## src/rtl/cipher_block_master.sv

```systemverilog
// rtl/cipher_block_master.sv - bus master that writes a text/key block to the encrypt slave and reads back the ciphertext
// Optional watchdog: define CBM_TIMEOUT_EN.
module cipher_block_master #(
    parameter int ENC_CYCLES     = 72,
    parameter int READ_LAT       = 1,
    parameter int TIMEOUT_CYCLES = 1024
) (
    input  logic         clk,
    input  logic         reset,
    input  logic         in_valid,
    output logic         in_ready,
    input  logic [127:0] in_text,
    input  logic [127:0] in_key,
    output logic         out_valid,
    input  logic         out_ready,
    output logic [127:0] out_data,
    output logic         avm_address,
    output logic         avm_write,
    output logic [31:0]  avm_writedata,
    output logic         avm_read,
    input  logic [31:0]  avm_readdata,
    input  logic         avm_waitrequest,
    output logic         busy,
    output logic         error
);
    localparam int CNT_MAX = (ENC_CYCLES > TIMEOUT_CYCLES) ? ENC_CYCLES : TIMEOUT_CYCLES;
    localparam int CW      = $clog2(CNT_MAX) + 1;

    localparam logic [2:0] S_IDLE    = 3'd0;
    localparam logic [2:0] S_WR      = 3'd1;
    localparam logic [2:0] S_WAITENC = 3'd2;
    localparam logic [2:0] S_RD      = 3'd3;
    localparam logic [2:0] S_OUT     = 3'd4;

    logic [2:0]    r_state;
    logic [255:0]  r_shadow;
    logic [2:0]    r_idx;
    logic          r_gap;
    logic [CW-1:0] r_cnt;
    logic [1:0]    r_ridx;
    logic [2:0]    r_rph;
    logic [127:0]  r_out_data;
    logic          r_out_valid;
    logic          r_in_ready;

    logic w_accept;
    logic w_enc_done;
    logic w_timeout;

    assign w_accept   = (r_state == S_IDLE) && in_valid && r_in_ready;
    assign w_enc_done = (r_cnt == CW'(ENC_CYCLES));

    assign in_ready      = r_in_ready;
    assign out_valid     = r_out_valid;
    assign out_data      = r_out_data;
    assign busy          = (r_state != S_IDLE);
    // Slave FSM is strobe-edge driven, so write is dropped during the gap cycle after each word.
    assign avm_write     = (r_state == S_WR) && !r_gap;
    assign avm_address   = avm_write && (r_idx == 3'd7);
    assign avm_writedata = r_shadow[{r_idx, 5'd0} +: 32];
    assign avm_read      = (r_state == S_RD) && (r_rph == 3'd0);

`ifdef CBM_TIMEOUT_EN
    logic [CW-1:0] r_wdog;
    logic          r_error;
    logic          w_counting;

    assign w_counting = (avm_write && avm_waitrequest) || (r_state == S_WAITENC);
    assign w_timeout  = w_counting && (r_wdog == CW'(TIMEOUT_CYCLES - 1));
    assign error      = r_error;

    always_ff @(posedge clk) begin
        if (reset) begin
            r_wdog  <= '0;
            r_error <= 1'b0;
        end else begin
            if (w_accept)
                r_error <= 1'b0;
            else if (w_timeout)
                r_error <= 1'b1;
            r_wdog <= (w_counting && !w_timeout) ? r_wdog + 1'b1 : '0;
        end
    end
`else
    assign w_timeout = 1'b0;
    assign error     = 1'b0;
`endif

    always_ff @(posedge clk) begin
        if (reset) begin
            r_state     <= S_IDLE;
            r_shadow    <= '0;
            r_idx       <= '0;
            r_gap       <= 1'b0;
            r_cnt       <= '0;
            r_ridx      <= '0;
            r_rph       <= '0;
            r_out_data  <= '0;
            r_out_valid <= 1'b0;
            r_in_ready  <= 1'b0;
        end else if (w_timeout) begin
            r_state    <= S_IDLE;
            r_in_ready <= 1'b0;
        end else begin
            case (r_state)
                S_IDLE: begin
                    if (w_accept) begin
                        r_shadow   <= {in_key, in_text};
                        r_state    <= S_WR;
                        r_idx      <= '0;
                        r_gap      <= 1'b0;
                        r_in_ready <= 1'b0;
                    end else begin
                        r_in_ready <= 1'b1;
                    end
                end
                S_WR: begin
                    if (r_gap) begin
                        r_gap <= 1'b0;
                    end else if (!avm_waitrequest) begin
                        if (r_idx == 3'd7) begin
                            r_state <= S_WAITENC;
                            r_cnt   <= '0;
                        end else begin
                            r_idx <= r_idx + 1'b1;
                            r_gap <= 1'b1;
                        end
                    end
                end
                S_WAITENC: begin
                    if (w_enc_done && !avm_waitrequest) begin
                        r_state <= S_RD;
                        r_ridx  <= '0;
                        r_rph   <= '0;
                    end else if (!w_enc_done) begin
                        r_cnt <= r_cnt + 1'b1;
                    end
                end
                S_RD: begin
                    // r_rph: 0 strobe, READ_LAT capture, READ_LAT+1 idle before next strobe
                    if (r_rph == 3'(READ_LAT))
                        r_out_data[{r_ridx, 5'd0} +: 32] <= avm_readdata;
                    if (r_rph == 3'(READ_LAT + 1)) begin
                        r_rph <= '0;
                        if (r_ridx == 2'd3) begin
                            r_state     <= S_OUT;
                            r_out_valid <= 1'b1;
                        end else begin
                            r_ridx <= r_ridx + 1'b1;
                        end
                    end else begin
                        r_rph <= r_rph + 1'b1;
                    end
                end
                S_OUT: begin
                    if (out_ready) begin
                        r_out_valid <= 1'b0;
                        r_state     <= S_IDLE;
                    end
                end
                default: r_state <= S_IDLE;
            endcase
        end
    end
endmodule

```

## config.mk

```make
export PLATFORM = sky130hd
export DESIGN_NAME = cipher_block_master
export DESIGN_NICKNAME = d
export VERILOG_FILES = /design/src/rtl/cipher_block_master.sv
export SDC_FILE = /design/constraint.sdc
export NUM_CORES = 1
export LEC_CHECK = 0
export ABC_AREA = 1
export CORE_MARGIN = 8
export CORE_UTILIZATION = 30
export CTS_CLUSTER_DIAMETER = 120
export DETAILED_ROUTE_END_ITERATION = 10
export PLACE_DENSITY = 0.59
export SKIP_CTS_REPAIR_TIMING = 1
export SYNTH_ARGS = -nofsm -noshare
export SYNTH_HDL_FRONTEND = slang
export SYNTH_SLANG_ARGS = --single-unit
```

## constraint.sdc

```tcl
create_clock -name clk -period 2.64 [get_ports clk]
set_clock_uncertainty 0.2 [all_clocks]
set_input_delay 0.792 -clock clk [delete_from_list [all_inputs] [get_ports clk]]
set_output_delay 0.792 -clock clk [all_outputs]
set_load 0.005 [all_outputs]
```

==> impl_metrics.json <==
{
  "status": "finished, violations left",
  "violations": "negative setup slack",
  "arrival_ps": 2140,
  "wl_per_cell_um": 20.8,
  "drc": 0,
  "relSlewSlack_pct": 55.2,
  "grt_pass1_wl_um": 111000,
  "synth_top_area_share_pct": 47.4,
  "setup-violations-final": 33,
  "final_common_cell": "clkdlybuf4s50_1",
  "drtIter0Drc": 1450,
  "viasPerCell": 5.10,
  "cts.path.max_buffers": 3,
  "clkLatencyLatePin_ps": 590,
  "core.rowCount": 88,
  "portBuffers": 458,
  "dieArea_um2": 65500,
  "routed_wirelength_um": 75800,
  "crit_path_max_incr_delay_ps": 370,
  "ys_seq_area_share_pct": 47.4,
  "chipHeight_um": 256,
  "crit_type": "reg2out",
  "cts-root-buf": "clkbuf_16",
  "ys_warn_count": 0,
  "grt_pass1_vias": 18200,
  "hold_end": "r_shadow[83]",
  "syn_nets": 2696,
  "ir_drop_v": 0.000538,
  "via_count": 18600,
  "drive_above_1_share_pct": 12.3,
  "fmax_mhz": 319,
  "rrSetupSlack_ps": 270,
  "setup_slack_ps": -493,
  "placed_area_um2": 23300,
  "clock-sinks": 409,
  "avgSynthCellArea_um2": 7.22,
  "reg2reg_from": "r_ridx[1]",
  "hpwl_um": 54600,
  "area_delta_synth_final_pct": 47.4,
  "final_cells": 3650,
  "syn_inst": 2393,
  "nNetsFinal": 3153,
  "gr-usage-all-layers_pct": 21.3,
  "dieWidth_um": 256,
  "placed_cells": 3549,
  "power_density_nw_per_um2": 787,
  "numCtsBuffers": 46,
  "ys_top_cells_by_area": "dfxtp_1, a21oi_1, o21ai_0, nor2_1, nand2_1",
  "synth_cell_types": 29,
  "synth_area_um2": 17300,
  "cap_violations": 0,
  "start_util_pct": 30.1,
  "grt_max_degree": 128,
  "worstMarginPinSlew_ps": 672,
  "worstHoldPathCells": 2,
  "layout_common_cells": "clkdlybuf4s50_1, dfxtp_1, a21oi_1",
  "min_period_ps": 3130,
  "crit_slowest_cell": "dfxtp_4",
  "min_from": "r_shadow[83]",
  "final.setup.tns_ps": -13860,
  "path_cells": "buf_6 -> clkbuf_16 -> a21oi_2 -> o21ai_2 -> nand2_1 -> nor2_1 -> buf_4 -> a31oi_2 -> buf_2",
  "min_period_over_period_pct": 119,
  "hp-class": "reg2reg",
  "cp-start-kind": "flop",
  "fin_util_pct": 44.4,
  "htree_levels": 2,
  "hold_viol_final": 0,
  "required_ps": 1650,
  "core_area_um2": 57400,
  "io_pins": 460,
  "stdcell_area_um2": 25500,
  "synth_seq_cells": 409,
  "r2r_cells": 9,
  "leakage_nw": 9.62,
  "grt_overflow": 0,
  "routabilityCongestion": 0.955,
  "antenna_found_initial": 9,
  "place_ws_ps": -377,
  "rsz0062_at_grt": "true",
  "yosys.area.top_type": "dfxtp_1",
  "cts.clk_slew.worst_paths_ps": 60,
  "cts_tree": "yes",
  "path_max_fanout": 11,
  "ant_nets": 0,
  "first_pass_iters": 6,
  "endpoint_kind": "output pin",
  "slew_viol_final": 0,
  "r2r-end": "out_data[75]"
}
metal layers:
layer  vias up  track usage [%]  part of all wire (%)
met5         -                0                 0.084
met4        10             7.11                   3.7
met3       153             7.02                   9.4
met2       821             35.3                    46
met1      8767             25.8                    41
li1       8871                -                     -
sequential cells by signal, indices dropped and copies added (netlist names):
| register | cells |
|---|---|
| out_data | 128 |
| in_ready | 1 |
| r_ridx | 2 |
| r_shadow | 256 |
| r_cnt | 11 |
| r_gap | 1 |
| r_state | 3 |
| r_idx | 3 |
| out_valid | 1 |
| r_rph | 3 |
layout make-up:
cell class	count	area [um^2]
fill	5623	31900
sequential	409	8200
multi-input combinational	1619	8010
timing repair buffer	603	6110
clock buffer	70	1360
tap	765	957
inverter	171	657
clock inverter	11	185
antenna	2	5.00
kinds of logic (layout without fill, tap and decap cells):
| kind of cell | count (synthesis) | count (layout) | share of synthesized area [%] |
|---|---|---|---|
| buf+inv | 365 | 855 | 8.72 |
| simple gates | 755 | 755 | 18.2 |
| fa+ha+maj | 10 | 10 | 0.724 |
| other cells | 1 | 3 | 0.0217 |
| compound gates | 853 | 853 | 25.0 |
| flops | 409 | 409 | 47.4 |
metrics by stage:
stage | hold slack (ps) | total power, mW
6_report | 253 | 20.1
4_1_cts | 256 | 19.8
5_1_grt | 267 | 21.0
3_5_place_dp | 247 | 13.1
2_1_floorplan | 230 | 10.3
3_3_place_gp | 238 | 13.0
worst max-delay path by stage:
stage,start,endpoint,cells past startpoint
global route,r_idx[1],avm_writedata[0],10
CTS,r_idx[1],avm_writedata[0],9
global placement,r_idx[1],avm_writedata[0],9
detailed placement,r_idx[1],avm_writedata[0],9
finish,r_idx[0],avm_writedata[19],9
floorplan,r_idx[0],avm_writedata[0],6
critical path: cells and delay by family, from the launching register on:
family                 cells  cell delay, ps
buffers and inverters      4             620
AO/OA/AOI/OAI              3             410
flip-flops                 1             370
AND/OR/NAND/NOR            2             130
Yosys cell counts:
master	n
dfxtp_1	409
a21oi_1	406
o21ai_0	399
nor2_1	364
nand2_1	263
inv_1	159
clkbuf_1	108
buf_2	67
nand3_1	47
nand4_1	37
a31oi_1	33
nand3b_1	29
o21ai_1	13
inv_2	12
ha_1	10
buf_1	8
buf_4	8
nand2_2	4
buf_6	3
nor3_1	3
or2_2	3
a21oi_2	1
conb_1	1
nand3_2	1
nor2_4	1
nor3_2	1
nor3b_1	1
nor4_1	1
o21bai_1	1
power by group:
part / total [mW] / leakage (nW) / internal, mW / switching (mW)
clock network: 6.62 / 0.760 / 3.95 / 2.67
registers: 7.54 / 3.33 / 7.10 / 0.442
logic: 5.89 / 5.53 / 2.36 / 3.53
Note: power is estimated with default switching activity, not from simulation.
